==> config.mk <==
export PLATFORM = sky130hd
export DESIGN_NAME = qam_symbol_source_flat
export DESIGN_NICKNAME = d
export VERILOG_FILES = /design/src/rtl/qam_symbol_source_if.sv /design/src/rtl/qam_symbol_source.sv /design/src/flat_wrapper.sv
export SDC_FILE = /design/constraint.sdc
export NUM_CORES = 1
export LEC_CHECK = 0
export CORE_MARGIN = 8
export CORE_UTILIZATION = 48
export CTS_CLUSTER_SIZE = 14
export DETAILED_ROUTE_END_ITERATION = 7
export PLACE_DENSITY = 0.79
export SYNTH_ARGS = -nofsm -noshare
export SYNTH_HDL_FRONTEND = slang
export SYNTH_SLANG_ARGS = --single-unit
==> constraint.sdc <==
create_clock -name clk -period 1.6 [get_ports clk]
set_clock_uncertainty 0.15 [all_clocks]
set_input_delay 0.32 -clock clk [delete_from_list [all_inputs] [get_ports clk]]
set_output_delay 0.32 -clock clk [all_outputs]
set_load 0.1 [all_outputs]
==> src/rtl/qam_symbol_source_if.sv <==
`default_nettype none
// ============================================================================
// Module      : qam_symbol_source_if
// Description : External serial bit stream (valid/ready) into the symbol source.
// Revision    : 1.0 - initial release
// ============================================================================
interface qam_symbol_source_if;
  logic ext_bit;
  logic ext_valid;
  logic ext_ready;

  modport master (
    output ext_bit,
    output ext_valid,
    input  ext_ready
  );

  modport slave (
    input  ext_bit,
    input  ext_valid,
    output ext_ready
  );
endinterface
`default_nettype wire

==> src/rtl/qam_symbol_source.sv <==
`default_nettype none
// ============================================================================
// Module      : qam_symbol_source
// Description : Packs PRBS-7 or external serial bits into I/Q sign pairs and
//               holds each pair for SAMPLES_PER_SYMBOL sample strobes.
// Revision    : 1.0 - initial release
// ============================================================================
module qam_symbol_source #(
  parameter int         SAMPLES_PER_SYMBOL = 64,
  parameter logic [6:0] PRBS_SEED          = 7'h7F
) (
  input  logic               clk,
  input  logic               rst,
  input  logic               en,
  input  logic               src_sel,
  qam_symbol_source_if.slave ext,
  output logic               elojel_sin,
  output logic               elojel_cos,
  output logic               sym_strobe,
  output logic               underrun
);

  localparam int c_cnt_w = (SAMPLES_PER_SYMBOL > 1) ? $clog2(SAMPLES_PER_SYMBOL) : 1;
  localparam logic [c_cnt_w-1:0] c_last = c_cnt_w'(SAMPLES_PER_SYMBOL - 1);

  localparam logic [1:0] c_get_i = 2'd0;
  localparam logic [1:0] c_get_q = 2'd1;
  localparam logic [1:0] c_full  = 2'd2;

  logic [c_cnt_w-1:0] r_cnt;
  logic [1:0]         r_state;
  logic [6:0]         r_lfsr;
  logic               r_src_q;
  logic               r_stage_i;
  logic               r_stage_q;

  logic w_boundary;
  logic w_collecting;
  logic w_use_ext;
  logic w_take;
  logic w_bit;

  // The Q bit always comes from the source latched while collecting I.
  assign w_use_ext    = (r_state == c_get_i) ? src_sel : r_src_q;
  assign w_collecting = (r_state == c_get_i) || (r_state == c_get_q);
  assign w_boundary   = en && (r_cnt == c_last);
  assign w_take       = w_collecting && (w_use_ext ? ext.ext_valid : 1'b1);
  assign w_bit        = w_use_ext ? ext.ext_bit : r_lfsr[6];

  assign ext.ext_ready = ((r_state == c_get_i) && src_sel) ||
                         ((r_state == c_get_q) && r_src_q);

  always_ff @(posedge clk or posedge rst) begin
    if (rst) begin
      r_cnt      <= '0;
      r_state    <= c_get_i;
      r_lfsr     <= PRBS_SEED;
      r_src_q    <= 1'b0;
      r_stage_i  <= 1'b0;
      r_stage_q  <= 1'b0;
      elojel_sin <= 1'b0;
      elojel_cos <= 1'b0;
      sym_strobe <= 1'b0;
      underrun   <= 1'b0;
    end else begin
      sym_strobe <= 1'b0;
      underrun   <= 1'b0;

      if (en) begin
        r_cnt <= (r_cnt == c_last) ? '0 : r_cnt + c_cnt_w'(1);
      end

      if (w_take && !w_use_ext) begin
        r_lfsr <= {r_lfsr[5:0], r_lfsr[6] ^ r_lfsr[5]};
      end

      // A boundary with an incomplete pair keeps the old symbol and staging.
      if (w_boundary) begin
        if (r_state == c_full) begin
          elojel_sin <= r_stage_i;
          elojel_cos <= r_stage_q;
          sym_strobe <= 1'b1;
        end else begin
          underrun   <= 1'b1;
        end
      end

      case (r_state)
        c_get_i: begin
          r_src_q <= src_sel;
          if (w_take) begin
            r_stage_i <= w_bit;
            r_state   <= c_get_q;
          end
        end
        c_get_q: begin
          if (w_take) begin
            r_stage_q <= w_bit;
            r_state   <= c_full;
          end
        end
        c_full: begin
          if (w_boundary) begin
            r_state <= c_get_i;
          end
        end
        default: r_state <= c_get_i;
      endcase
    end
  end

endmodule
`default_nettype wire

==> src/flat_wrapper.sv <==
// flat-port wrapper written by rule: the top's interface ports become plain ports
module qam_symbol_source_flat 
#(
  parameter int         SAMPLES_PER_SYMBOL = 64,
  parameter logic [6:0] PRBS_SEED          = 7'h7F
)
  (clk, rst, en, src_sel, elojel_sin, elojel_cos, sym_strobe, underrun, ext_ext_bit, ext_ext_valid, ext_ext_ready);
  qam_symbol_source_if ext_i ();
  input  logic clk;
  input  logic rst;
  input  logic en;
  input  logic src_sel;
  output logic elojel_sin;
  output logic elojel_cos;
  output logic sym_strobe;
  output logic underrun;
  input wire logic [$bits(ext_i.ext_bit)-1:0] ext_ext_bit;
  input wire logic [$bits(ext_i.ext_valid)-1:0] ext_ext_valid;
  output wire logic [$bits(ext_i.ext_ready)-1:0] ext_ext_ready;
  assign ext_i.ext_bit = ext_ext_bit;
  assign ext_i.ext_valid = ext_ext_valid;
  assign ext_ext_ready = ext_i.ext_ready;
  qam_symbol_source #(.SAMPLES_PER_SYMBOL(SAMPLES_PER_SYMBOL), .PRBS_SEED(PRBS_SEED)) u_core (.clk(clk), .rst(rst), .en(en), .src_sel(src_sel), .ext(ext_i), .elojel_sin(elojel_sin), .elojel_cos(elojel_cos), .sym_strobe(sym_strobe), .underrun(underrun));
endmodule
==> flow_summary_export.csv, run 1 <==
group,metric,value,unit
setup_path,r2r_cells,4,
sta,relSlewSlack,79.9,%
clock_tree,clk_pin_slew_worst_paths,0.12,ns
sta,fmax,593,MHz
sta,fin_setup_tns,-0.0865,ns
setup_path,startpoint,"u_core.r_state[0]",
synthesis,ys_seq_area_share,55.4,%
cells_and_area,diodes,0,
die,dieArea,0.00383,sq mm
global_routing,grt_pass1_vias,652,
synthesis,yosysWarnings,0,
place,post-place-ws,-0.216,ns
sta,hold_viol,0,
pwr,swShare,37.1,%
synthesis,async_flop_share,100,%
die,die_h,61.9,microns
cells_and_area,final_core_util,66.8,%
synthesis,synth_top_area_share,37.2,%
sta,timing_max_transition_violations_final,0,
clock_tree,cts-htree-levels,1,
sta,rsz0062_at_grt,"true",
setup_path,start_kind,"flop",
job,max_cap_viol_count,0,
place,dp_hpwl,1200,microns
synthesis,netlist_top_cells_area,"dfrtp_1, dfstp_2, mux2_4, mux2_2, xnor2_1",
die,core_area,0.00198,sq mm
global_routing,overflow,0,
setup_path,worstSetupPathType,"flop to primary output",
synthesis,synth_ff_type,"dfrtp_1",
setup_path,r2r_start,"u_core.r_state[0]",
pwr,share_comb_of_total_power,44.6,%
sta,tightestPinTransition,0.301,ns
route,drc,0,
synthesis,avgSynthCellArea,13.3,sq um
sta,fin_crit_sh,105,%
setup_path,cp_slowest_cell,"dfrtp_1",
synthesis,synthTopCellsByCount,"dfrtp_1, dfstp_2, mux2_4",
setup_path,worstSetupEndpointType,"primary output",
sta,finalSetupViolations,1,
global_routing,antenna_found_initial,0,
global_routing,grt_usage,10.3,%
cells_and_area,n_fill_cell,147,
pwr,p_int,1.32,mW
synthesis,synth_most_common_cell,"dfrtp_1",
clock_tree,hold_buffers,0,
pwr,ir_drop,0.860,mV
cells_and_area,syn_to_final_growth,31.1,%
setup_path,crit_chain,"mux2i_2 -> nor2_4 -> buf_12",
global_routing,grt_max_degree,23,
pwr,power-per-cell-area,1590,mW/mm^2
setup_path,worstReg2RegEnd,"u_core.elojel_sin",
route,vias,644,
cells_and_area,layout.nets,108,
route,viasPerCell,5.07,
die,row_count,16,
setup_path,path_depth,3,
place,place_inst,122,
setup_path,arrival,1.22,ns
die,die_x,61.9,microns
synthesis,synth_top_area_cell,"dfrtp_1",
setup_path,cp.required,1.13,ns
cells_and_area,final_area,0.00132,sq mm
cells_and_area,final-instance-count-excl-fill,127,
route,ant_nets,0,
synthesis,synth-edff-count,0,
sta,min_period,1.69,ns
setup_path,path_delay_family,"flip-flops",
cells_and_area,drive_above_1_share,43.0,%
setup_path,crit_fanout,2,
pwr,power.leakage,0.586,nW
die,io_pins,11,
sta,worst_slack,-0.0865,ns
synthesis,synth_area,0.00101,sq mm
route,drtIter0Drc,6,
pwr,pwr-share-seq,41.1,%
setup_path,max_stage_delay,0.40,ns
run_status,violations,"setup timing",
place,gp_congestion,0.742,
clock_tree,cts_tree,"yes",
clock_tree,insertion_delay,0.30,ns
worst_hold_path,hold_class,"input port to asynchronous set/reset pin",
place,io_buffer_count,10,
pwr,clkPwrFrac,14.2,%
clock_tree,cts_buffers,3,
pwr,switching_power,0.780,mW
synthesis,synth.distinct_cells,29,
global_routing,grt_pass1_wl,2880,microns
run_status,outcome,"finished, violations left",
clock_tree,clockBufferDepth,2,
setup_path,cp_num_buf_inv,1,
die,initial_core_util,50.9,%
place,place_area,0.00128,sq mm
route,routedWlPerCell,13.8,microns
synthesis,ys_ff_latch,22,
clock_tree,cts.sinks,22,
clock_tree,cts-root-buf,"clkbuf_4",
synthesis,synthCells,76,
route,finalWirelength,1750,microns
synthesis,synth_nets,83,
setup_path,r2r_slack,0.06,ns
route,drt_pass1_iterations,3,
setup_path,cp-endpoint,"ext_ext_ready",
area by class of cell:
cell class | count | area (sq um) | share of cell area [%]
multi-input cells | 50 | 435 | 32.9
repair buffers | 22 | 251 | 19.0
flip-flops and latches | 22 | 559 | 42.2
clock buffers | 4 | 36.3 | 2.74
well taps | 27 | 33.8 | 2.55
inverters | 2 | 7.51 | 0.567
sequential cells by signal, summed over array words and instances, names as in the netlist:
register,cells
u_core.r_state,2
u_core.elojel_sin,1
u_core.r_src_q,1
u_core.r_stage_q,1
u_core.elojel_cos,1
u_core.r_lfsr,7
u_core.sym_strobe,1
u_core.r_stage_i,1
u_core.r_cnt,6
u_core.underrun,1
cell families after synthesis:
group	Yosys count	share of synthesized area [%]
multiplexers	12	15.9
buffers and inverters	4	2.60
XOR/XNOR	5	4.34
AND/OR/NAND/NOR	23	14.9
adder cells (fa/ha/maj)	1	1.24
flip-flops	22	55.4
AO/OA/AOI/OAI	9	5.70
power by group through the flow:
stage	Sequential [mW]	Clock, mW	Combinational, mW
finish	0.865	0.299	0.938
global route	0.879	0.324	1.00
CTS	0.862	0.308	0.938
detailed placement	0.875	0	0.891
global placement	0.867	0	0.871
floorplan	0.860	0	0.596
per-layer routing:
layer	wire length [microns]	part of all wire, %	track usage [%]	vias to the layer above
li1	-	-	-	314
met1	808	46	12.0	315
met2	848	48	17.0	10
met3	60	3.4	2.67	5
met4	31	1.8	4.87	0
met5	0	0	0	-
tightest hold or removal path, delay by kind of cell:
family,cells,cell delay (ns)
buf+inv,3,0.72
cells in the final DEF (no fill, tap or decap), types with 2 or more instances in the layout:
cell type	netlist	layout
dfrtp_1	15	15
buf_4	1	11
mux2_4	7	7
dfstp_2	7	7
buf_12	0	6
nor2_1	5	4
mux2_2	4	4
clkdlybuf4s50_1	0	4
nand2_1	3	3
xnor2_1	3	3
nand2b_1	3	3
clkbuf_4	0	3
nand4_1	2	2
xor2_1	2	2
nor2b_1	2	2
nor3_1	2	2
a21oi_1	2	2
o22ai_1	2	2
inv_1	2	2
worst min-delay path by stage:
stage | slack [ns] | startpoint | endpoint
after floorplan | 0.15 | rst | u_core.elojel_cos
after global routing | 0.25 | rst | u_core.r_cnt[5]
after CTS | 0.19 | rst | u_core.r_cnt[1]
final | 0.19 | rst | u_core.r_cnt[5]
after global placement | 0.31 | u_core.r_cnt[5] | u_core.r_cnt[5]
after detailed placement | 0.32 | u_core.r_cnt[5] | u_core.r_cnt[5]
through the flow:
stage | total power, mW | hold slack, ns
3_5_place_dp | 1.77 | 0.318
3_3_place_gp | 1.74 | 0.313
6_report | 2.10 | 0.190
4_1_cts | 2.11 | 0.195
2_1_floorplan | 1.46 | 0.154
5_1_grt | 2.21 | 0.250
repair_timing:
| action | 4_1_cts | 5_1_grt |
|---|---|---|
| buffers inserted | 2 | 0 |
| gates resized for setup | 3 | 0 |
| setup endpoints to repair | 1 | 1 |
| pin swaps | 2 | 1 |
No activity file was read; power rests on OpenSTA's default activity.
==> run 2, diff against run 1 <==
- CAP_MARGIN: unset -> 20
==> results of run 2 <==
No change in the layout: final DEF, timing and power equal those of run 1.
